### src/rtl/blink_period_meter.sv
`timescale 1ns/1ps
// blink_period_meter
// Measures the high and low half-periods of an asynchronous blink signal
// after synchronizing and debouncing it. Reports the full period, and raises
// stalled when no accepted edge has been seen for TIMEOUT_CYCLES cycles.
module blink_period_meter #(
  parameter int SYNC_STAGES     = 2,
  parameter int DEBOUNCE_CYCLES = 1000,
  parameter int TIMEOUT_CYCLES  = 100000000,
  parameter int CNT_W           = 32
) (
  input  logic             CLOCK_50,
  input  logic             reset,
  input  logic             blink_in,
  output logic             level,
  output logic [CNT_W-1:0] half_period,
  output logic [CNT_W:0]   period,
  output logic             meas_valid,
  output logic             stalled,
  output logic [15:0]      edge_count
);

  localparam int DEB_W = $clog2(DEBOUNCE_CYCLES + 1);
  localparam logic [DEB_W-1:0] DEB_LAST    = DEB_W'(DEBOUNCE_CYCLES - 1);
  localparam logic [CNT_W-1:0] TIMEOUT_VAL = CNT_W'(TIMEOUT_CYCLES);

  typedef enum logic [2:0] {
    IDLE,
    ARMED,
    HALF,
    MEASURING,
    STALLED
  } state_t;

  logic [SYNC_STAGES-1:0] sync_q, sync_d;
  logic [DEB_W-1:0]       deb_cnt_q, deb_cnt_d;
  logic                   level_q, level_d;
  logic [CNT_W-1:0]       interval_q, interval_d;
  state_t                 state_q, state_d;
  logic [CNT_W-1:0]       half_period_q, half_period_d;
  logic [CNT_W-1:0]       prev_half_q, prev_half_d;
  logic [CNT_W:0]         period_q, period_d;
  logic                   meas_valid_q, meas_valid_d;
  logic                   stalled_q, stalled_d;
  logic [15:0]            edge_count_q, edge_count_d;

  logic                   sync_in;
  logic                   edge_accept;
  logic [CNT_W-1:0]       elapsed;
  logic                   timeout_hit;

  // Shift the raw pin into the synchronizer chain; only the last stage is used.
  always_comb begin
    sync_d  = {sync_q[SYNC_STAGES-2:0], blink_in};
    sync_in = sync_q[SYNC_STAGES-1];
  end

  // Debounce: a new level must persist for DEBOUNCE_CYCLES cycles before it is accepted.
  always_comb begin
    deb_cnt_d   = '0;
    level_d     = level_q;
    edge_accept = 1'b0;
    if (sync_in != level_q) begin
      if (deb_cnt_q == DEB_LAST) begin
        level_d     = ~level_q;
        edge_accept = 1'b1;
      end else begin
        deb_cnt_d = deb_cnt_q + 1'b1;
      end
    end
  end

  // interval_q counts the completed cycles since the last accepted edge; elapsed
  // also counts the current cycle, so it equals the distance between edge cycles.
  always_comb begin
    if (interval_q == TIMEOUT_VAL) begin
      elapsed = TIMEOUT_VAL;
    end else begin
      elapsed = interval_q + 1'b1;
    end
    timeout_hit = (elapsed == TIMEOUT_VAL);
    if (edge_accept) begin
      interval_d = '0;
    end else if (interval_q == TIMEOUT_VAL) begin
      interval_d = interval_q;
    end else begin
      interval_d = interval_q + 1'b1;
    end
  end

  // Accepted edges are counted in every state and wrap naturally at 16 bits.
  always_comb begin
    edge_count_d = edge_count_q;
    if (edge_accept) begin
      edge_count_d = edge_count_q + 16'd1;
    end
  end

  // Measurement sequencer: the edge after arming captures the first half-period,
  // every later edge reports a full period; an edge beats a coincident timeout.
  always_comb begin
    state_d       = state_q;
    half_period_d = half_period_q;
    prev_half_d   = prev_half_q;
    period_d      = period_q;
    meas_valid_d  = 1'b0;
    stalled_d     = stalled_q;
    case (state_q)
      IDLE: begin
        if (edge_accept) begin
          state_d = ARMED;
        end
      end
      ARMED: begin
        if (edge_accept) begin
          state_d       = HALF;
          half_period_d = elapsed;
          prev_half_d   = elapsed;
        end else if (timeout_hit) begin
          state_d   = STALLED;
          stalled_d = 1'b1;
        end
      end
      HALF, MEASURING: begin
        if (edge_accept) begin
          state_d       = MEASURING;
          half_period_d = elapsed;
          prev_half_d   = elapsed;
          period_d      = {1'b0, elapsed} + {1'b0, prev_half_q};
          meas_valid_d  = 1'b1;
        end else if (timeout_hit) begin
          state_d   = STALLED;
          stalled_d = 1'b1;
        end
      end
      STALLED: begin
        if (edge_accept) begin
          state_d   = ARMED;
          stalled_d = 1'b0;
        end
      end
      default: begin
        state_d = IDLE;
      end
    endcase
  end

  // State and output registers; reset returns everything to IDLE with zeroed outputs.
  always_ff @(posedge CLOCK_50) begin
    if (reset) begin
      sync_q        <= '0;
      deb_cnt_q     <= '0;
      level_q       <= 1'b0;
      interval_q    <= '0;
      state_q       <= IDLE;
      half_period_q <= '0;
      prev_half_q   <= '0;
      period_q      <= '0;
      meas_valid_q  <= 1'b0;
      stalled_q     <= 1'b0;
      edge_count_q  <= '0;
    end else begin
      sync_q        <= sync_d;
      deb_cnt_q     <= deb_cnt_d;
      level_q       <= level_d;
      interval_q    <= interval_d;
      state_q       <= state_d;
      half_period_q <= half_period_d;
      prev_half_q   <= prev_half_d;
      period_q      <= period_d;
      meas_valid_q  <= meas_valid_d;
      stalled_q     <= stalled_d;
      edge_count_q  <= edge_count_d;
    end
  end

  assign level       = level_q;
  assign half_period = half_period_q;
  assign period      = period_q;
  assign meas_valid  = meas_valid_q;
  assign stalled     = stalled_q;
  assign edge_count  = edge_count_q;

endmodule

### config.mk
export PLATFORM = sky130hd
export DESIGN_NAME = blink_period_meter
export DESIGN_NICKNAME = d
export VERILOG_FILES = /design/src/rtl/blink_period_meter.sv
export SDC_FILE = /design/constraint.sdc
export NUM_CORES = 1
export LEC_CHECK = 0
export BUFFER_PORTS_ARGS = -buffer_cell sky130_fd_sc_hd__buf_4
export CORE_MARGIN = 5
export CORE_UTILIZATION = 35
export CTS_CLUSTER_SIZE = 10
export DETAILED_ROUTE_END_ITERATION = 12
export PLACE_DENSITY_LB_ADDON = 0.12
export REMOVE_ABC_BUFFERS = 1
export SLEW_MARGIN = 15
export SYNTH_ARGS = -nofsm -noshare
export SYNTH_HDL_FRONTEND = slang
export SYNTH_SLANG_ARGS = --single-unit
### constraint.sdc
create_clock -name CLOCK_50 -period 5.5 [get_ports CLOCK_50]
set_input_delay 0.55 -clock CLOCK_50 [delete_from_list [all_inputs] [get_ports CLOCK_50]]
set_output_delay 0.55 -clock CLOCK_50 [all_outputs]
set_load 0.02 [all_outputs]
==> results.cfg, run 1 <==
[status]
status = finished clean

[critical_path]
r2r-start = interval_q[0]
crit_slowest_cell = nor2_1
worstRegToRegCells = 15
cp_top_family = compound AO/OA/AOI/OAI gates
cp_max_fo = 7
path_buf_inv = 1
critPathLaunch = interval_q[0]
path_cells = ha_1 > nand4_1 > nor2_1 > nand3_1 > xor2_1 > inv_1 > ha_1 > a21o_1 > or3_1 > o32ai_1 > a31oi_1 > a31oi_1 > o21ai_0 > a2111oi_0 > nor3_1
crit_arrival_ns = 4.75
reg2reg_to = period[32]
cp_data_required_time_ns = 5.80
r2r_slack_ns = 1.05
crit_path_end_kind = flip-flop
cp-start-kind = flip-flop
slowest_delay_ns = 0.50
crit_type = reg2reg

[detailed_routing]
drcViolationCount = 0
vias = 6165
routed_via_density = 5.024
antenna_left = 0
drtIter0Drc = 266
first_pass_iters = 4
detail_route.wl_per_cell_um = 15.37
routed_wl_um = 18870

[die]
core_area_mm2 = 0.02010
rows = 52
die_area_mm2 = 0.02321
io_pins = 87
initial_utilization = 0.3528
die-width_um = 152.3
dieHeight_um = 152.3

[cts]
cts_buffer_depth = 2
htreeDepth = 4
root_buffer = clkbuf_16
worstSkewPairLatency_ns = 0.43
holdBufCountCts = 0
path_clk_slew_ns = 0.06
cts_tree = done
clkSinkCount = 131
cts_setup_buffers = 0
cts_inserted_buffers = 17
cts_resized = 0

[final_layout]
syn_to_final_growth_pct = 20.55
fin_nets = 984
regArea_mm2 = 0.002623
final_cells = 1227
finalCoreUtilization = 0.4253
drive_gt1_frac = 0.1578
num-fill-cells = 2041
multi_input_area_mm2 = 0.004141
num_antenna_cells = 0

[sta]
finalSetupTns_ns = 0
clock_skew_ns = 0.009318
holdWs_ns = 0.3322
rsz0062_at_grt = no
worstMarginPinSlew_ns = 0.6690
finalSetupViolCount = 0
max_freq_ghz = 0.2247
finalHoldViolCount = 0
relSlewSlack = 0.5507
maxSlewViolCount = 0
min_period_ns = 4.451
fin_crit_sh = 0.8092

[grt]
grt_pass1_vias = 5973
grt_antenna_before_repair = 0
grt_max_degree = 62
overflow = 0
grt_pass1_wl_um = 31240
track_usage = 0.1632

[power]
vdd_drop_max_mv = 0.1909
powerDensity_mw_per_mm2 = 237.6
p_leak_nw = 3.515

[synth]
synth-edff-count = 0
ys.flop_type = dfxtp_1
yosysMostFrequentCell = dfxtp_1
synth_common_cells = 131 x dfxtp_1, 124 x nor2_1, 74 x nand2_1, 62 x a21oi_1, 50 x inv_1
synthCells = 863
yosysTopAreaCell = dfxtp_1
ys_warn_count = 0
synth_top_area_share = 0.3698
synthDistinctLibCells = 72
async_flop_share = 0
avgSynthCellArea_um2 = 8.218
synth-seq-area-share = 0.3698
syn_area_mm2 = 0.007092
yosys-top-cells-area = dfxtp_1 37%, nor2_1 6.6%, ha_1 6.4%
ys_ff_latch = 131

[worst_hold_path]
holdCritStartpoint = blink_in
min_to = sync_q[0]
worstHoldPathType = in2reg
hold_path_depth = 2

[placed_design]
place_congestion = 0.8345
portBuffers = 86
hpwl_um = 14040
numPlacedInstances = 1195

[run]
maxCapViolations = 0
==> cells in the final DEF, fill, tap and decap left out, types with 7 or more instances in the layout <==
cell type and count:
a211oi_1 33, a21o_1 9, a21oi_1 62, a31oi_1 8, and3_1 10, buf_4 96, clkbuf_16 17, clkinvlp_4 7
dfxtp_1 131, ha_1 36, inv_1 50, mux2i_1 11, nand2_1 74, nand3_1 31, nand4_1 22, nor2_1 124
nor3_1 14, o21ai_0 35, or3_1 18, xnor2_1 40, xor2_1 31
==> sequential cells by signal (all words and copies together) (netlist names) <==
| signal | count |
|---|---|
| interval_q | 32 |
| period | 33 |
| level | 1 |
| sync_q | 2 |
| meas_valid | 1 |
| prev_half_q | 32 |
| deb_cnt_q | 10 |
| state_q | 3 |
| edge_count | 16 |
| stalled | 1 |
==> power by group <==
part           internal (mW)  leakage [nW]  switching [mW]
registers              0.952          1.06         0.00407
clock network          0.578         0.241           0.460
logic                 0.0106          2.22          0.0279
total                   1.54          3.52           0.492
==> cell families (layout without fill, tap and decap cells) <==
group                      Yosys count  after routing  share of synthesized area
buffers and inverters               85            179                    0.04693
muxes                               11             11                    0.01553
DFF                                131            131                     0.3698
adders and majority gates           37             37                    0.06634
AOI/OAI and AO/OA                  185            185                     0.1688
and+or+nand+nor                    343            343                     0.2449
xor gates and xnor gates            71             71                    0.08769
==> per-layer routing <==
layer,share of wire,track usage
met5,0,0
met4,0.0082,0.04067
met3,0.036,0.04203
met2,0.46,0.2648
met1,0.49,0.2177
==> area by class of cell <==
cell class                      count  share of cell area
Multi-Input combinational cell    647              0.4844
Sequential cell                   131              0.3067
Timing Repair Buffer               96             0.08430
Clock buffer                       18             0.05020
Tap cell                          270             0.03951
Inverter                           51             0.02239
Clock inverter                     14             0.01244
==> worst max-delay path by stage <==
stage / endpoint / slack [ns] / cells after the start
after floorplan: prev_half_q[0] / 0.51 / 7
after global placement: period[32] / 1.19 / 14
after detailed placement: period[32] / 1.06 / 15
after CTS: period[32] / 1.03 / 15
after global routing: period[32] / 0.50 / 15
final: period[32] / 1.05 / 15
==> metrics by stage <==
| stage | instance area (um^2) | total power [mW] | setup slack (ns) |
|---|---|---|---|
| CTS | 8549 | 2.063 | 1.026 |
| finish | 8549 | 2.032 | 1.049 |
| global placement | 8014 | 1.016 | 1.192 |
| floorplan | 6950 | 0.9951 | 0.5140 |
| global route | 8549 | 2.113 | 0.4961 |
| detailed placement | 8014 | 1.015 | 1.064 |
No activity file was read; power rests on OpenSTA's default activity.
==> run 2: changes to the inputs <==
==> constraint.sdc (replaced) <==
create_clock -name CLOCK_50 -period 4.2 [get_ports CLOCK_50]
set_input_delay 0.42 -clock CLOCK_50 [delete_from_list [all_inputs] [get_ports CLOCK_50]]
set_output_delay 0.42 -clock CLOCK_50 [all_outputs]
set_load 0.02 [all_outputs]
==> results.cfg, run 2 (synthesized netlist as in run 1, its figures left out) <==
[status]
status = finished clean

[die]
die_area_mm2 = 0.02321
die-width_um = 152.3
core_area_mm2 = 0.02010
rows = 52
initial_utilization = 0.3528
dieHeight_um = 152.3
io_pins = 87

[sta]
finalSetupViolCount = 0
fin_crit_sh = 0.9696
clock_skew_ns = 0.01033
min_period_ns = 4.072
relSlewSlack = 0.5434
rsz0062_at_grt = yes
finalHoldViolCount = 0
worstMarginPinSlew_ns = 0.6850
maxSlewViolCount = 0
max_freq_ghz = 0.2456
finalSetupTns_ns = 0

[critical_path]
cp-start-kind = flip-flop
crit_slowest_cell = or4_4
r2r_slack_ns = 0.13
reg2reg_to = period[29]
cp_data_required_time_ns = 4.48
crit_path_end_kind = flip-flop
cp_max_fo = 5
path_cells = or3_1 > or4_4 > nor3_4 > nor2_1 > ha_1 > a211o_1 > a2111oi_4 > buf_4 > o2111a_1 > o21ai_1 > a31oi_1 > o221ai_1 > mux2i_1 > a21oi_1
crit_type = reg2reg
worstRegToRegCells = 14
r2r-start = interval_q[9]
slowest_delay_ns = 0.45
crit_arrival_ns = 4.35

[placed_design]
place_area_mm2 = 0.008239
place_congestion = 0.8634
hpwl_um = 14690
portBuffers = 86

[worst_hold_path]
min_to = sync_q[0]
worstHoldPathType = in2reg
hold_path_depth = 2
holdCritStartpoint = blink_in

[detailed_routing]
detail_route.wl_per_cell_um = 15.37
m1WireLength_um = 9842
route.met3.wl_um = 600
antenna_left = 0
top_layer_used = met4
routed_wl_um = 19380
dr_wl_met2_um = 8686
vias = 6250
first_pass_iters = 4
routed_via_density = 4.956
drtIter0Drc = 248
drcViolationCount = 0

[cts]
cts_tree = done
clkSinkCount = 131
cts_inserted_buffers = 17
holdBufCountCts = 0
htreeDepth = 4
root_buffer = clkbuf_16
path_clk_slew_ns = 0.07
worstSkewPairLatency_ns = 0.43
cts_buffer_depth = 2

[run]
maxCapViolations = 0

[final_layout]
layout_common_cells = 130 x buf_4, 129 x dfxtp_1, 124 x nor2_1
drive_gt1_frac = 0.1937
syn_to_final_growth_pct = 25.97
num_antenna_cells = 0
fin_nets = 1018
layout_commonest_cell = buf_4
final_area_mm2 = 0.008934
largest_register_ffs = 33

[grt]
grt_pass1_wl_um = 32040
grt_antenna_before_repair = 0
grt_max_degree = 62
overflow = 0
grt_pass1_vias = 6095
track_usage = 0.1660

[power]
vdd_drop_max_mv = 0.2450
powerDensity_mw_per_mm2 = 321.0
p_leak_nw = 3.730
power_mw = 2.868
run 2: metrics by stage:
stage	setup slack [ns]	hold slack, ns	util	std cells
after floorplan	-0.7860	0.4138	-	829
after global placement	0.1182	0.4160	0.4098	1225
after detailed placement	0.07022	0.4287	0.4098	1225
after CTS	0.04306	0.1843	0.4404	1257
after global routing	-0.03192	0.2124	0.4444	1261
final	0.1278	0.1992	0.4444	1261
run 2: what timing repair did:
action                                  CTS  global route
setup buffers                             0             4
resized for setup                         0             9
endpoints found under the setup margin    0            11
run 2: per-layer routing:
layer | global-route usage | vias up
met4 | 0.05009 | 0
met2 | 0.2631 | 91
li1 | - | 3285
met1 | 0.2301 | 2856
met5 | 0 | -
met3 | 0.03096 | 18
run 2: power breakdown:
group | switching (mW) | internal (mW) | total (mW)
clock | 0.606 | 0.958 | 1.56
combinational | 0.0380 | 0.0150 | 0.0530
sequential | 0.00399 | 1.25 | 1.25
total | 0.648 | 2.22 | 2.87
run 2: area by class of cell:
type,instances,area [um^2]
fill,2054,11170
multi-input combinational,647,4188
clock buffer,19,442.9
sequential,131,2625
timing repair buffer,130,975.9
clock inverter,13,172.7
tap,270,337.8
inverter,51,191.4
run 2: worst max-delay path by stage:
stage              startpoint             end  slack [ns]  cells after the start
6_report        interval_q[9]      period[29]        0.13                     14
5_1_grt         interval_q[0]      period[32]       -0.03                     17
4_1_cts        interval_q[31]      period[32]        0.04                     15
3_5_place_dp   interval_q[31]      period[32]        0.07                     15
3_3_place_gp   interval_q[31]      period[32]        0.12                     15
2_1_floorplan    deb_cnt_q[0]  prev_half_q[0]       -0.79                      7
run 2: worst max-delay path, delay by kind of cell (launching register included):
family	cells	cell delay (ns)
compound gates	7	1.70
simple gates	4	1.22
fa+ha+maj	1	0.31
flops	1	0.30
mux	1	0.21
buf+inv	1	0.19
